===== config.mk =====
export PLATFORM = sky130hd
export DESIGN_NAME = alu_arbiter
export DESIGN_NICKNAME = d
export VERILOG_FILES = /design/src/rtl/alu_arbiter.sv
export SDC_FILE = /design/constraint.sdc
export NUM_CORES = 1
export LEC_CHECK = 0
export ABC_AREA = 1
export CORE_MARGIN = 2
export CORE_UTILIZATION = 26
export CTS_BUF_LIST = sky130_fd_sc_hd__clkbuf_4
export CTS_CLUSTER_SIZE = 20
export DETAILED_ROUTE_END_ITERATION = 7
export PLACE_DENSITY_LB_ADDON = 0.08
export SLEW_MARGIN = 10
export SYNTH_ARGS = -nofsm -noshare
export SYNTH_HDL_FRONTEND = slang
export SYNTH_SLANG_ARGS = --single-unit
export TNS_END_PERCENT = 30

===== constraint.sdc =====
create_clock -name clk -period 1.5 [get_ports clk]
set_input_delay 0.3 -clock clk [delete_from_list [all_inputs] [get_ports clk]]
set_output_delay 0.3 -clock clk [all_outputs]
set_load 0.1 [all_outputs]

===== src/rtl/alu_arbiter.sv =====
// Purpose: two-requester round-robin front end for one shared combinational ALU.
// Latency: a request that is valid in the cycle after edge N is granted at edge N+1.
//          Its response is valid after edge N+2. Minimum initiation interval is 3 cycles.
// Backpressure: a stalled response freezes the result, owner and operands, and holds both req readys low.
// Ports: clk/rst_n clock and async active-low reset.
//        req{0,1}_{valid,ready,a,b,op} are the request channels.
//        alu_{a,b,op} -> and alu_out <- form the shared ALU port.
//        rsp{0,1}_{valid,ready} are the response channels, with rsp_data shared by both.
module alu_arbiter #(
  parameter int WIDTH = 32
) (
  input  logic             clk,
  input  logic             rst_n,
  input  logic             req0_valid,
  output logic             req0_ready,
  input  logic [WIDTH-1:0] req0_a,
  input  logic [WIDTH-1:0] req0_b,
  input  logic [3:0]       req0_op,
  input  logic             req1_valid,
  output logic             req1_ready,
  input  logic [WIDTH-1:0] req1_a,
  input  logic [WIDTH-1:0] req1_b,
  input  logic [3:0]       req1_op,
  output logic [WIDTH-1:0] alu_a,
  output logic [WIDTH-1:0] alu_b,
  output logic [3:0]       alu_op,
  input  logic [WIDTH-1:0] alu_out,
  output logic             rsp0_valid,
  input  logic             rsp0_ready,
  output logic             rsp1_valid,
  input  logic             rsp1_ready,
  output logic [WIDTH-1:0] rsp_data
);

  typedef enum logic [1:0] {IDLE, EXEC, RESP} state_t;

  typedef struct packed {
    logic [WIDTH-1:0] a;
    logic [WIDTH-1:0] b;
    logic [3:0]       op;
  } alu_req_t;

  state_t           state_q, state_nxt;
  alu_req_t         lat_q, lat_nxt;
  logic             owner_q, owner_nxt;
  logic             prio_q, prio_nxt;
  logic [WIDTH-1:0] result_q, result_nxt;
  logic             grant0, grant1;

  // Contention is resolved by prio; a lone requester always wins.
  assign grant0 = req0_valid & (~req1_valid | ~prio_q);
  assign grant1 = req1_valid & (~req0_valid |  prio_q);

  always_ff @(posedge clk or negedge rst_n) begin
    if (!rst_n) begin
      state_q  <= IDLE;
      lat_q    <= '0;
      owner_q  <= 1'b0;
      prio_q   <= 1'b0;
      result_q <= '0;
    end else begin
      state_q  <= state_nxt;
      lat_q    <= lat_nxt;
      owner_q  <= owner_nxt;
      prio_q   <= prio_nxt;
      result_q <= result_nxt;
    end
  end

  always_comb begin
    state_nxt  = state_q;
    lat_nxt    = lat_q;
    owner_nxt  = owner_q;
    prio_nxt   = prio_q;
    result_nxt = result_q;
    req0_ready = 1'b0;
    req1_ready = 1'b0;
    rsp0_valid = 1'b0;
    rsp1_valid = 1'b0;
    case (state_q)
      IDLE: begin
        // The readys are masked while reset is held, because nothing can be accepted then.
        req0_ready = rst_n & grant0;
        req1_ready = rst_n & grant1;
        if (grant0 | grant1) begin
          lat_nxt   = grant1 ? '{a: req1_a, b: req1_b, op: req1_op}
                             : '{a: req0_a, b: req0_b, op: req0_op};
          owner_nxt = grant1;
          state_nxt = EXEC;
        end
      end
      EXEC: begin
        result_nxt = alu_out;
        state_nxt  = RESP;
      end
      RESP: begin
        rsp0_valid = ~owner_q;
        rsp1_valid =  owner_q;
        // Only the owner's ready matters. The other requester's ready is ignored.
        if (owner_q ? rsp1_ready : rsp0_ready) begin
          prio_nxt  = ~owner_q;
          state_nxt = IDLE;
        end
      end
      default: state_nxt = IDLE;
    endcase
  end

  // The ALU sees only the latched operands, so its inputs stay quiet while idle.
  assign alu_a    = lat_q.a;
  assign alu_b    = lat_q.b;
  assign alu_op   = lat_q.op;
  assign rsp_data = result_q;

endmodule


==> impl_summary.log, run 1 <==
[metrics] violations in the final reports: negative setup slack
[metrics] gate count after technology mapping: 762
[metrics] wire length of the first global-routing pass: 31000 µm
[metrics] total CTS buffers: 9
[metrics] remaining global-route overflow: 0
[metrics] routed via count: 5770
[metrics] TritonCTS sink count: 104
[metrics] cell types with the largest area share after synthesis: sky130_fd_sc_hd__dfrtp_1, sky130_fd_sc_hd__nand3_1, sky130_fd_sc_hd__nand2_1, sky130_fd_sc_hd__inv_1, sky130_fd_sc_hd__buf_6
[metrics] area of the die: 22300 µm²
[metrics] R2R Path Start: state_q[0]
[metrics] number of nets with antenna violations after detailed routing: 0
[metrics] number of design rule violations left after detail routing: 0
[metrics] worst skew pair latency: 0.47 ns
[metrics] Period Utilization, post-route: 1.21
[metrics] Synth top area share: 0.473
[metrics] number of global-route vias before repair: 5711
[metrics] kind of cell adding the most delay to the critical path: flip-flops
[metrics] Worst Path Buf+Inv: 2
[metrics] Max clock buf depth: 2
[metrics] Req. time, crit path: 1.20 ns
[metrics] Worst Slack Setup Final: -0.321 ns
[metrics] Critical R2R Capture: state_q[1]
[metrics] category of the critical setup timing path: register to output pin
[metrics] Routed WL per cell: 15.0 µm
[metrics] Synth Area in XOR/XNOR: 0
[metrics] Min-Delay Path Class: input port to register
[metrics] initial core utilization: 0.263
[metrics] fraction of layout instances using a drive strength above 1: 0.167
[metrics] worst slack at placement: -0.308 ns
[metrics] distinct cell type count of the synthesized netlist: 17
[metrics] post-synthesis instance area: 5500 µm²
[metrics] io pins: 278
[metrics] final-stage net count: 1205
[metrics] Synth area leader: sky130_fd_sc_hd__dfrtp_1
[metrics] maximum clock frequency: 549 MHz
[metrics] Initial DRT Pass Iterations: 4
[metrics] clock-pin transition on the worst setup and hold timing paths: 0.17 ns
[metrics] critical hold path startpoint: req1_valid
[metrics] total count of max-transition violations in the final report: 0
[metrics] cell count of the worst hold path: 4
[metrics] post-route clock skew: 0.0212 ns
[metrics] MaxCap Viol Count: 0
[metrics] cell-by-cell trace of the critical path: inv_4, nand2_4, nor2_4, nand2_4, nor2_4, buf_12
[metrics] Synth Area in Adders: 0
[metrics] worst max-slew margin expressed relative to the limit: 0.587
[metrics] post-synthesis share of cell area spent on and, or, nand and nor gates: 0.370
[metrics] core footprint: 20900 µm²
[metrics] setup-violating endpoint count in the final report: 4
[metrics] H-tree depth reported by CTS: 3
[metrics] syn_nets: 936
[metrics] Die Height: 149 µm
[metrics] cell with the largest stage delay on the worst path: sky130_fd_sc_hd__dfrtp_2
[metrics] total number of placement rows: 53
[metrics] highest cell delay on the worst timing path: 0.49 ns
[metrics] Tot GR Track Use: 0.176
[metrics] CTS tree: done
[metrics] Area growth, synth to finish: 81.4%
[metrics] Avg Synthesized Cell Area: 7.22 µm²
[metrics] slew of the pin with the lowest slew margin: 0.619 ns
[metrics] Worst Reg2Reg Path Length in Cells: 5
[metrics] fraction of the mapped netlist area in compound gates: 0.00341
[metrics] initial antenna violation count: 1
[metrics] critical path data arrival time: 1.52 ns
[metrics] Critical Path Source Type: register
[metrics] Die X: 149 µm
[metrics] kind of end point of the critical path: output pin
[metrics] register-to-register setup slack: 0.09 ns
[metrics] endpoint with the worst hold slack: owner_q
[metrics] pin count of the biggest net entering global routing: 105
[metrics] root buf cell: sky130_fd_sc_hd__clkbuf_4
[metrics] multiplexer share of the synthesized area: 0
[metrics] gp weighted congestion: 0.763
[metrics] Initial DRC Count: 159
[metrics] sequential share of the synthesized area: 0.473
[metrics] #FFs+latches synth: 104
[metrics] unrepaired setup endpoints after global routing: true
[metrics] estimated wirelength of the detail-placed design: 14100 µm
[metrics] outcome: finished, violations left
[metrics] Buffers on Ports: 277
[metrics] Hold Vio Cnt, Final: 0
[metrics] via density per instance: 4.40
[metrics] shortest period the worst path allows: 1.82 ns
[metrics] warnings from Yosys: 0
[metrics] critical path fanouts, max: 4
[metrics] combinational family with the most area after synthesis: simple AND/OR/NAND/NOR gates
[metrics] detailed-route wire length: 19700 µm
-- sequential cells by signal (all words and copies together) (netlist names) --
signal	cells
alu_a	32
alu_b	32
alu_op	4
owner_q	1
prio_q	1
rsp_data	32
state_q	2
-- timing repair --
action	4_1_cts	5_1_grt
resized for setup	3	4
hold buffers	1	0
hold endpoints to repair	104	0
pin swaps	2	1
buffers inserted	4	0
endpoints found under the setup margin	4	27
-- cells by family after synthesis --
group                  Yosys count
AND/OR/NAND/NOR                459
buffers and inverters          196
AO/OA/AOI/OAI                    3
flip-flops                     104
-- Yosys cell counts, drive strengths merged --
cell type / number
nor2: 7
dfrtp: 104
clkbuf: 18
buf: 35
nor3: 1
nand2: 215
clkinv: 1
nand3: 236
o21ai: 3
inv: 142
-- placed cells by master (no fill, tap or decap), drive strengths merged --
cell	count
nand3	236
nand2	215
clkdlybuf4s50	171
inv	145
buf	139
dfrtp	104
clkbuf	9
nor2	7
clkinv	3
o21ai	3
clkinvlp	2
diode	1
nor3	1
dlygate4sd3	1
-- how the worst max path moves through the flow --
stage | start | end | slack [ns] | cells after the start
2_1_floorplan | state_q[0] | req0_ready | -0.31 | 7
3_3_place_gp | req0_valid | req0_ready | -0.29 | 6
3_5_place_dp | req0_valid | req0_ready | -0.31 | 6
4_1_cts | state_q[0] | req0_ready | -0.38 | 6
5_1_grt | state_q[0] | req0_ready | -0.41 | 6
6_report | state_q[0] | req0_ready | -0.32 | 6
-- final cells by class --
cell class / instances / area [µm²]
clock buffer: 9 / 67.6
tap: 275 / 344
fill: 2052 / 10900
multi-input combinational: 462 / 2120
timing repair buffer: 311 / 4240
antenna: 1 / 2.50
sequential: 104 / 2600
clock inverter: 7 / 53.8
inverter: 143 / 541
-- routing by layer --
layer / global-route usage / part of all wire
met1: 0.223 / 0.41
met2: 0.295 / 0.49
met3: 0.0433 / 0.072
met4: 0.0567 / 0.021
met5: 0 / 0
-- through the flow --
stage	utilization	cells	cell area, µm²	hold slack, ns	TNS (ns)
detailed placement	0.469	1290	9800	0.474	-16.51
global placement	0.469	1290	9800	0.486	-15.09
global route	0.478	1312	9980	0.309	-1.57
finish	0.478	1312	9980	0.319	-1.12
CTS	0.477	1311	9960	0.299	-1.45
floorplan	-	762	5560	0.00441	-0.777
-- tightest hold or removal path, stage by stage --
cell and delay (ns):
sky130_fd_sc_hd__buf_2 0.16, sky130_fd_sc_hd__nand2_4 0.12, sky130_fd_sc_hd__buf_4 0.11, sky130_fd_sc_hd__o21ai_0 0.07
Power of run 1 is left out: the tool's default activity adds up to more than one toggle a clock period on the data nets, which glitch-free logic cannot reach.
==> run 2, diff against run 1 <==
--- a/config.mk
+++ b/config.mk
@@ -11,6 +11,7 @@
 export CTS_BUF_LIST = sky130_fd_sc_hd__clkbuf_4
 export CTS_CLUSTER_SIZE = 20
 export DETAILED_ROUTE_END_ITERATION = 7
+export GPL_TIMING_DRIVEN = 1
 export PLACE_DENSITY_LB_ADDON = 0.08
 export SLEW_MARGIN = 10
 export SYNTH_ARGS = -nofsm -noshare
==> results of run 2 <==
Same layout as run 1: the final DEF is identical, and so are final timing and power.
Power of run 2 is left out for the same reason.
